### config.mk
export PLATFORM = sky130hd
export DESIGN_NAME = lab01_3_resp_monitor
export DESIGN_NICKNAME = d
export VERILOG_FILES = /design/src/rtl/lab01_3_resp_monitor.sv
export SDC_FILE = /design/constraint.sdc
export NUM_CORES = 1
export LEC_CHECK = 0
export ABC_AREA = 1
export ABC_CLOCK_PERIOD_IN_PS = 1900
export CORE_AREA = 2 2 80 82
export DETAILED_ROUTE_END_ITERATION = 8
export DIE_AREA = 0 0 82 84
export HOLD_SLACK_MARGIN = 0.05
export MAX_ROUTING_LAYER = met4
export PLACE_DENSITY = 0.66
export RECOVER_POWER = 100
export SLEW_MARGIN = 20
export SYNTH_ARGS = -nofsm -noshare
export SYNTH_HDL_FRONTEND = slang
export SYNTH_SLANG_ARGS = --single-unit
### constraint.sdc
create_clock -name clk -period 1.9 [get_ports clk]
set_input_delay 0.38 -clock clk [delete_from_list [all_inputs] [get_ports clk]]
set_output_delay 0.38 -clock clk [all_outputs]
set_load 0.02 [all_outputs]
### src/rtl/lab01_3_resp_monitor.sv
// Response monitor for the lab01_3 stimulus path: samples o a fixed settle time
// after each new vector, checks it, keeps a capture buffer and an 8-bit MISR signature.
module lab01_3_resp_monitor #(
    parameter int unsigned NUM_VEC  = 7,
    parameter int unsigned SETTLE   = 2,
    parameter logic [7:0]  SIG_SEED = 8'hFF
) (
    input  logic       clk,
    input  logic       rst,
    input  logic       start,
    input  logic       vec_valid,
    input  logic [2:0] o,
    input  logic [2:0] exp,
    input  logic       exp_en,
    output logic       vec_ack,
    output logic       busy,
    output logic       done,
    output logic [3:0] num_vec,
    output logic [3:0] err_cnt,
    output logic [7:0] sig,
    input  logic [3:0] rd_addr,
    output logic [2:0] rd_data
);

    localparam logic [3:0] NUM_VEC_L   = 4'(NUM_VEC);
    localparam logic [3:0] SETTLE_INIT = (SETTLE == 0) ? 4'd0 : 4'(SETTLE - 1);

    typedef enum logic [2:0] {
        ST_IDLE,
        ST_WAIT_VEC,
        ST_SETTLE,
        ST_SAMPLE,
        ST_ACK,
        ST_DONE
    } state_t;

    state_t     state_q;
    logic [3:0] cnt_q;
    logic       vv_q;
    logic       vec_ack_q;
    logic       busy_q;
    logic       done_q;
    logic [3:0] num_vec_q;
    logic [3:0] err_cnt_q;
    logic [7:0] sig_q;
    logic [2:0] buf_q [16];

    logic       vv_rise;
    logic [7:0] sig_d;
    logic [3:0] err_cnt_d;

    function automatic logic [7:0] misr_step(input logic [7:0] s, input logic [2:0] din);
        logic fb;
        fb = s[7] ^ s[5] ^ s[4] ^ s[3];
        return {s[6:0], fb} ^ {5'b0, din};
    endfunction

    function automatic logic [3:0] sat_inc(input logic [3:0] v);
        return (v == 4'hF) ? v : v + 4'd1;
    endfunction

    assign vv_rise   = vec_valid & ~vv_q;
    assign sig_d     = misr_step(sig_q, o);
    assign err_cnt_d = (exp_en && (o != exp)) ? sat_inc(err_cnt_q) : err_cnt_q;

    always_ff @(posedge clk or posedge rst) begin
        if (rst) begin
            state_q   <= ST_IDLE;
            cnt_q     <= 4'd0;
            vv_q      <= 1'b0;
            vec_ack_q <= 1'b0;
            busy_q    <= 1'b0;
            done_q    <= 1'b0;
            num_vec_q <= 4'd0;
            err_cnt_q <= 4'd0;
            sig_q     <= 8'h00;
            for (int i = 0; i < 16; i++) buf_q[i] <= 3'b000;
        end else begin
            vv_q      <= vec_valid;
            vec_ack_q <= 1'b0;
            case (state_q)
                ST_IDLE, ST_DONE: begin
                    // The capture buffer is deliberately left intact across runs.
                    if (start) begin
                        num_vec_q <= 4'd0;
                        err_cnt_q <= 4'd0;
                        sig_q     <= SIG_SEED;
                        busy_q    <= 1'b1;
                        done_q    <= 1'b0;
                        state_q   <= ST_WAIT_VEC;
                    end
                end
                ST_WAIT_VEC: begin
                    if (vv_rise) begin
                        cnt_q   <= SETTLE_INIT;
                        state_q <= (SETTLE == 0) ? ST_SAMPLE : ST_SETTLE;
                    end
                end
                ST_SETTLE: begin
                    if (cnt_q == 4'd0) state_q <= ST_SAMPLE;
                    else               cnt_q   <= cnt_q - 4'd1;
                end
                ST_SAMPLE: begin
                    buf_q[num_vec_q] <= o;
                    sig_q            <= sig_d;
                    err_cnt_q        <= err_cnt_d;
                    num_vec_q        <= num_vec_q + 4'd1;
                    vec_ack_q        <= 1'b1;
                    state_q          <= ST_ACK;
                end
                ST_ACK: begin
                    if (num_vec_q == NUM_VEC_L) begin
                        busy_q  <= 1'b0;
                        done_q  <= 1'b1;
                        state_q <= ST_DONE;
                    end else begin
                        state_q <= ST_WAIT_VEC;
                    end
                end
                default: state_q <= ST_IDLE;
            endcase
        end
    end

    assign vec_ack = vec_ack_q;
    assign busy    = busy_q;
    assign done    = done_q;
    assign num_vec = num_vec_q;
    assign err_cnt = err_cnt_q;
    assign sig     = sig_q;
    assign rd_data = (rd_addr < NUM_VEC_L) ? buf_q[rd_addr] : 3'b000;

endmodule
* After elaboration in Yosys (flattened, before gate mapping)
Cells that the tools add are included.
** Word-level totals
- Word-level logic and storage cells :: 97
- Register bits after elaboration :: 75
- Output and inout bits :: 22
** Cells by class
- Bitwise operators :: 8
- $lt $le $gt $ge :: 4
- Muxes and demuxes :: 29
- $add $sub $neg :: 3
- Eq/ne operators :: 15
- Reductions and logical operators :: 13
** Operators by type and width (count)
- 48-bit bitwise mux :: 1
- 3-bit two-way mux :: 8
- 4-bit case mux with 2 select lines :: 3
- 4-bit two-way mux :: 5
- 8-bit case mux with 2 select lines :: 1
- 3-bit case mux with 5 select lines :: 1
- 2-bit != test (second input constant) :: 7
- 3-bit binary-select mux with 4-bit select :: 1
- 3-bit demux with 4-bit select :: 1
- 5-bit greater-or-equal comparator (second input constant) :: 2
- 4-bit NOT with 5-bit output :: 2
- 3-bit AND reduction :: 3
- 4-bit by 1-bit adder with 4-bit output (second input constant) :: 2
- 8-bit two-way mux :: 1
- 8-bit by 3-bit XOR with 8-bit output :: 1
- 3-bit by 2-bit == test with 1-bit output (second input constant) :: 2
- 3-bit == test (second input constant) :: 2
- 2-bit nonzero test :: 3
- 5-bit by 1-bit < comparator with 1-bit output (second input constant) :: 1
- 1-bit two-way mux :: 5
- 4-bit by 3-bit == test with 1-bit output (second input constant) :: 1
- 4-bit == test (second input constant) :: 1
- 4-bit logical NOT :: 1
- 4-bit by 3-bit < comparator with 1-bit output (second input constant) :: 1
- 12 further kinds :: 16

* Logic depth before layout (Yosys ltp)
Gate-level depths: netlist of run 1.
- Depth in word-level cells :: 6
- Depth in mapped cells :: 9

* Worst setup path after synthesis of run 1
No wires, ideal clock.
- Path type :: input to output
- Start point :: input port rd_addr[1]
- End point :: output port rd_data[2]
- Path buffers :: 1
- Setup slack :: 0.304 ns
- Stages on the path :: 5
- Arrival :: 1.216 ns
- Required time :: 1.520 ns
- Cell sequence :: clkbuf_1 > o21ai_0 > o21ai_0 > nor2_1 > nor2_1
** On the way
- Longest elaborated chain between the ends :: 5
** Ends and longest elaborated chain
- start, declared :: RTL line 21 : input logic [3:0] rd_addr,
- 4-bit NOT with 5-bit output (implied by the code) :: RTL line 131 : assign rd_data = (rd_addr < NUM_VEC_L) ? buf_q[rd_addr] : 3'b000;
- 3-bit binary-select mux with 4-bit select :: RTL line 131
- 3-bit two-way mux (implied by the code) (2 in series) :: RTL line 131
- 3-bit two-way mux * :: RTL line 131
- end, declared :: RTL line 22 : output logic [2:0] rd_data
Mark *: on every way between the ends. The rest lies on a longest branch, timed or not. The select of a mux whose other input is x is not followed.

* Worst setup path after layout of run 1
- Start point :: input port rd_addr[2]
- End point :: output port rd_data[2]
Same word-level chain as after synthesis.

==> metrics, run 1 <==
HP Start=buf_q[35]; Distinct cells, synth=27; die width=82 um; Max Fclk=0.555 GHz; Rows=29; Max Buffers Root-to-Sink=2; root buf cell=clkbuf_8; Fill cells=600; clock skew=0.00690 ns; most common cell after layout, fill and taps aside=nand2_1; max-cap check violation count=0; number of placed cells counting well taps=445; drt drc=0; fin area=3160 um2; Finished Layout Cells=453; CTS tree=done; number of H-tree levels=2; crit path launch=rd_addr[2]; minimum clock period=1.80 ns; Port Buf Inserts=36; number of flops mapped to enable cells by yosys=0; final setup fails=0; reg2reg start=state_q[2]; WL final=between 5000 and 6000 um; Worst VDD drop=0.000623 V; commonest non-fill, non-tap cells in the layout=85 x nand2_1, 51 x dfrtp_1, 50 x o21ai_0; Reg2Reg Depth=7; status=finished clean; 1st-iter DRT viols=between 100 and 150; r2r setup slk=roughly 0.23 ns; largest net degree at the start of global routing=52; Placed Area=3120 um2; NumNets Final=a little under 400; post-route setup slack=about 0.1 ns; layout cell share with drive strength beyond 1=6.91%; vias post-DR=2198; CP max-delay cell=clkdlybuf4s50_1; Post-synth ARST share=100%; final period utilization=between 90% and 100%; Setup CP Type=primary input to output pin; Fin. Hold Viols=0; detailed placer's ending HPWL=4090 um; Clk Latency, worst-skew pair=0.30 ns; hold depth=2; final core utilization=51.9%; max incr delay on CP=0.42 ns; Internal Power=0.00224 W; initial antenna violation count=0; clock slew at reported path FFs=0.09 ns; Combinational Power Share=39.5%; CP arrival=1.42 ns; NetSw=0.00152 W; diode count=0; first-pass GRT wire length=9470 um; RSZ-0062 raised after global routing=no; Layout area overhead=20.5%; Die Area=6890 um2; DR vias/cell=a little under 5; Syn Area/Cell=7.89 um2; GRT Residual Overflow=0; die height=84 um; CP Max Fanout=3; busiest grt layer=met2; Buf+Inv Stages, Crit Path=3; post-CTS setup buffers=0; met1 Resource Use GR=23.9%; clock sink total=51; M3 GR Usage=3.90%; post-synthesis cell count=333; Post-synth top flop=dfrtp_1; Ys Warns=0; Critical Path Start Type=primary input; I/O Pins=37; Required @ worst endpoint=1.52 ns; Pleak=about 1.6 nW; switch share=40.5%; TritonCTS buffer count=5; GP Congestion=0.805; DR WL/cell=approximately 12 um; Setup Slack @ Placement=-0.664 ns; Net Count, Synth=355; final slew viol count=0; Worst Hold Endpoint=buf_q[35]; starting density of the core=a little over two fifths; clock share of power=16.7%; first drt pass iteration count=4; Worst Tran Pin Value=1.22 ns; Rel. slew slack=between 10% and 20%; P per Cell Area=1190 nW/um2; R2R Path End=buf_q[42]; GR met2 Demand/Resource=28.6%; Setup TNS Final=0 ns; Hold Crit Class=flip-flop to flip-flop; Core ar.=6100 um2; GRT Util Overall=18.2%; Seq/Total Area, Yosys=48.6%; vias in the first global route=2058; post-synthesis register bit count=a little over 50; Post-Synthesis Cell Area=2630 um2; Reg power frac=a little over two fifths; DRT antenna net count=0; Worst Setup End Kind=output pin; crit path cell chain=clkdlybuf4s50_1 > a31o_2 > inv_1 > nand2_1 > nor2_1 > buf_2; kind of cell adding the most delay to the critical path=buffers and inverters
Yosys cell counts (3+ instances only):
| library cell | n | area (um2) |
|---|---|---|
| dfrtp_1 | 51 | 1280 |
| o21a_1 | 3 | 22.5 |
| inv_1 | 35 | 131 |
| nor2_1 | 43 | 161 |
| nor2_8 | 3 | 60.1 |
| nand2_1 | 84 | 315 |
| a21oi_1 | 5 | 25.0 |
| nand4_1 | 4 | 25.0 |
| ha_1 | 7 | 87.6 |
| o21ai_0 | 49 | 245 |
| nand3_1 | 26 | 130 |
| clkbuf_1 | 5 | 18.8 |
state kept, by name (all words and copies together), names as in the netlist, 3 cells and up:
name,flops
buf_q,24
sig,8
cnt_q,4
err_cnt,4
num_vec,4
state_q,3
power by group through the flow:
stage | Combinational (W) | Sequential (W) | Clock [W]
floorplan | 0.000989 | 0.00172 | 0
global placement | 0.00155 | 0.00167 | 0
detailed placement | 0.00157 | 0.00168 | 0
CTS | 0.00158 | 0.00166 | 0.000645
global route | 0.00170 | 0.00170 | 0.000694
finish | 0.00149 | 0.00165 | 0.000628
worst max path at each step:
stage                     cells past startpoint          to
final                                         6  rd_data[2]
after global routing                          7   buf_q[47]
after CTS                                     6  rd_data[1]
after detailed placement                      8  rd_data[0]
after global placement                        8  rd_data[0]
after floorplan                               1   buf_q[24]
repair_timing:
| item | in CTS | in global routing |
|---|---|---|
| setup endpoints to repair | 3 | 2 |
| hold buffers | 0 | 0 |
| gates cloned | 1 | 0 |
| resized for setup | 19 | 2 |
per-stage QoR:
stage                     hold slack [ns]  total power [W]
after floorplan                     0.411          0.00271
after global placement              0.466          0.00322
after detailed placement            0.478          0.00325
after CTS                           0.449          0.00388
after global routing                0.526          0.00410
final                               0.497          0.00377
layout make-up:
class | count | area, um2 | area share [%]
clock inverters | 1 | 5.00 | 0.158
flip-flops and latches | 51 | 1280 | 40.3
multi-input cells | 237 | 1160 | 36.8
well taps | 77 | 96.3 | 3.04
inverters | 37 | 139 | 4.39
clock buffers | 6 | 82.6 | 2.61
repair buffers | 44 | 402 | 12.7
worst reg2reg max path, stage by stage (launching register included):
cell      delay [ns]
dfrtp_1         0.42
inv_1           0.17
nand3_2         0.21
clkbuf_2        0.30
nor2_8          0.13
nand2_1         0.14
nand2_1         0.10
o21ai_0         0.08
routing by layer:
layer	wire length, um	part of all wire, %	vias to the layer above
li1	-	-	1154
met1	2680	48	1010
met2	2650	48	30
met3	161	2.9	4
met4	47	0.85	0
met5	0	0	-
cell families after synthesis:
logic type | Yosys count | share of synthesized area (%)
adder cells (fa/ha/maj) | 7 | 3.33
buffers and inverters | 45 | 6.91
flip-flops | 51 | 48.6
AND/OR/NAND/NOR | 167 | 28.2
AO/OA/AOI/OAI | 59 | 11.7
XOR/XNOR | 4 | 1.33
Power figures use the tool's default switching activity.
==> run 2: changes to the inputs <==
--- a/config.mk
+++ b/config.mk
@@ -10,9 +10,10 @@
 export CORE_AREA = 2 2 80 82
 export DETAILED_ROUTE_END_ITERATION = 8
 export DIE_AREA = 0 0 82 84
+export DONT_BUFFER_PORTS = 1
+export GPL_TIMING_DRIVEN = 0
 export HOLD_SLACK_MARGIN = 0.05
 export MAX_ROUTING_LAYER = met4
-export PLACE_DENSITY = 0.66
 export RECOVER_POWER = 100
 export SLEW_MARGIN = 20
 export SYNTH_ARGS = -nofsm -noshare
==> metrics, run 2 (synthesis gave the netlist of run 1 again) <==
status=finished clean; root buf cell=clkbuf_8; P per Cell Area=1270 nW/um2; GRT Util Overall=18.1%; most flop-heavy register=buf_q; detailed placer's ending HPWL=4110 um; CP Max Fanout=2; Largest register FFs=24; DR vias/cell=around 5.0; most common cell after layout, fill and taps aside=nand2_1; R2R Path End=buf_q[26]; Critical Path Start Type=flip-flop; final core utilization=46.2%; die height=between 80 and 90 um; Hold Crit Class=primary input to flip-flop; GRT Residual Overflow=0; CTS tree=done; minimum clock period=1.73 ns; vias post-DR=around 2100; die width=roughly 80 um; number of H-tree levels=2; final period utilization=90.9%; clock slew at reported path FFs=~0.09 ns; Fin. Hold Viols=0; drt drc=0; DRT antenna net count=0; TritonCTS buffer count=5; GP Congestion=0.796; Core ar.=~6100 um2; reg2reg start=num_vec[1]; Reg2Reg Depth=5; vias in the first global route=2064; Rel. slew slack=51.5%; Finished Layout Cells=420; NumNets Final=364; Required @ worst endpoint=1.52 ns; first-pass GRT wire length=9440 um; Worst Hold Endpoint=vv_q; Worst Tran Pin Value=0.727 ns; max-cap check violation count=0; Max Buffers Root-to-Sink=2; Worst Setup End Kind=output pin; r2r setup slk=0.34 ns; Rows=29; post-CTS setup buffers=0; WL final=5510 um; Max Fclk=0.579 GHz; first drt pass iteration count=4; Min Hold Slack=0.0998 ns; number of placed cells counting well taps=411; hold depth=0; Clk Latency, worst-skew pair=0.31 ns; starting density of the core=between 40% and 50%; initial antenna violation count=0; Setup TNS Final=0 ns; RSZ-0062 raised after global routing=no; final slew viol count=0; Pleak=about 1.4 nW; Setup CP Type=flip-flop to output pin; Die Area=6890 um2; clock skew=0.0110 ns; HP Start=vec_valid; clock sink total=51; Worst VDD drop=a little over 0.0007 V; final setup fails=0; Port Buf Inserts=0; largest net degree at the start of global routing=34; commonest non-fill, non-tap cells in the layout=85 x nand2_1, 51 x dfrtp_1, 50 x o21ai_0; diode count=0; Power, Total=0.00357 W; I/O Pins=37; layout cell share with drive strength beyond 1=5.54%; DR WL/cell=13.1 um; 1st-iter DRT viols=146; CP arrival=1.35 ns; Layout area overhead=7.19%
## run 2: per-layer routing
metal / global-route usage, % / vias up / wire length, um
li1: - / 1080 / -
met1: 23.0 / 969 / 2570
met2: 28.6 / 32 / 2640
met3: 5.30 / 6 / 251
met4: 4.24 / 0 / 52
met5: - / - / 0
## run 2: final cells by class
type	count	area (um2)
plain buffers	8	42.5
clock buffers	6	72.6
clock inverters	2	12.5
fillers	621	3280
inverters	37	139
multi-input cells	237	1160
flip-flops and latches	51	1280
well taps	77	96.3
repair buffers	2	17.5
## run 2: how the worst max path moves through the flow
stage,startpoint,endpoint,slack [ns],cells after the start
3_3_place_gp,rst,buf_q[47],-0.32,1
5_1_grt,buf_q[47],rd_data[2],0.03,6
6_report,buf_q[46],rd_data[1],0.17,6
4_1_cts,rd_addr[1],rd_data[2],0.05,5
2_1_floorplan,rst,buf_q[24],0.29,1
3_5_place_dp,rd_addr[1],rd_data[2],0.05,5
## run 2: worst max-delay path, cell delays in order, from the launching register on
cell and delay [ns]:
dfrtp_1 0.35, nor2_1 0.05, nor2_1 0.06, o21ai_0 0.10
o21ai_0 0.09, nor2_1 0.08, nor2_1 0.32
## run 2: what timing repair did
action / CTS / global route
gates resized for setup: 0 / 4
hold endpoints to repair: 18 / 0
endpoints found under the setup margin: 0 / 3
hold buffers: 1 / 0
## run 2: stage by stage
step           worst slack [ns]  instance area [um2]
3_5_place_dp             0.0534                 2740
4_1_cts                  0.0514                 2840
2_1_floorplan             0.290                 2630
6_report                  0.173                 2820
5_1_grt                  0.0326                 2820
3_3_place_gp             -0.323                 2720
## run 2: power by group
group / switching, W / internal (W)
sequential: 0.000384 / 0.00139
combinational: 0.000774 / 0.000409
clock: 0.000356 / 0.000258
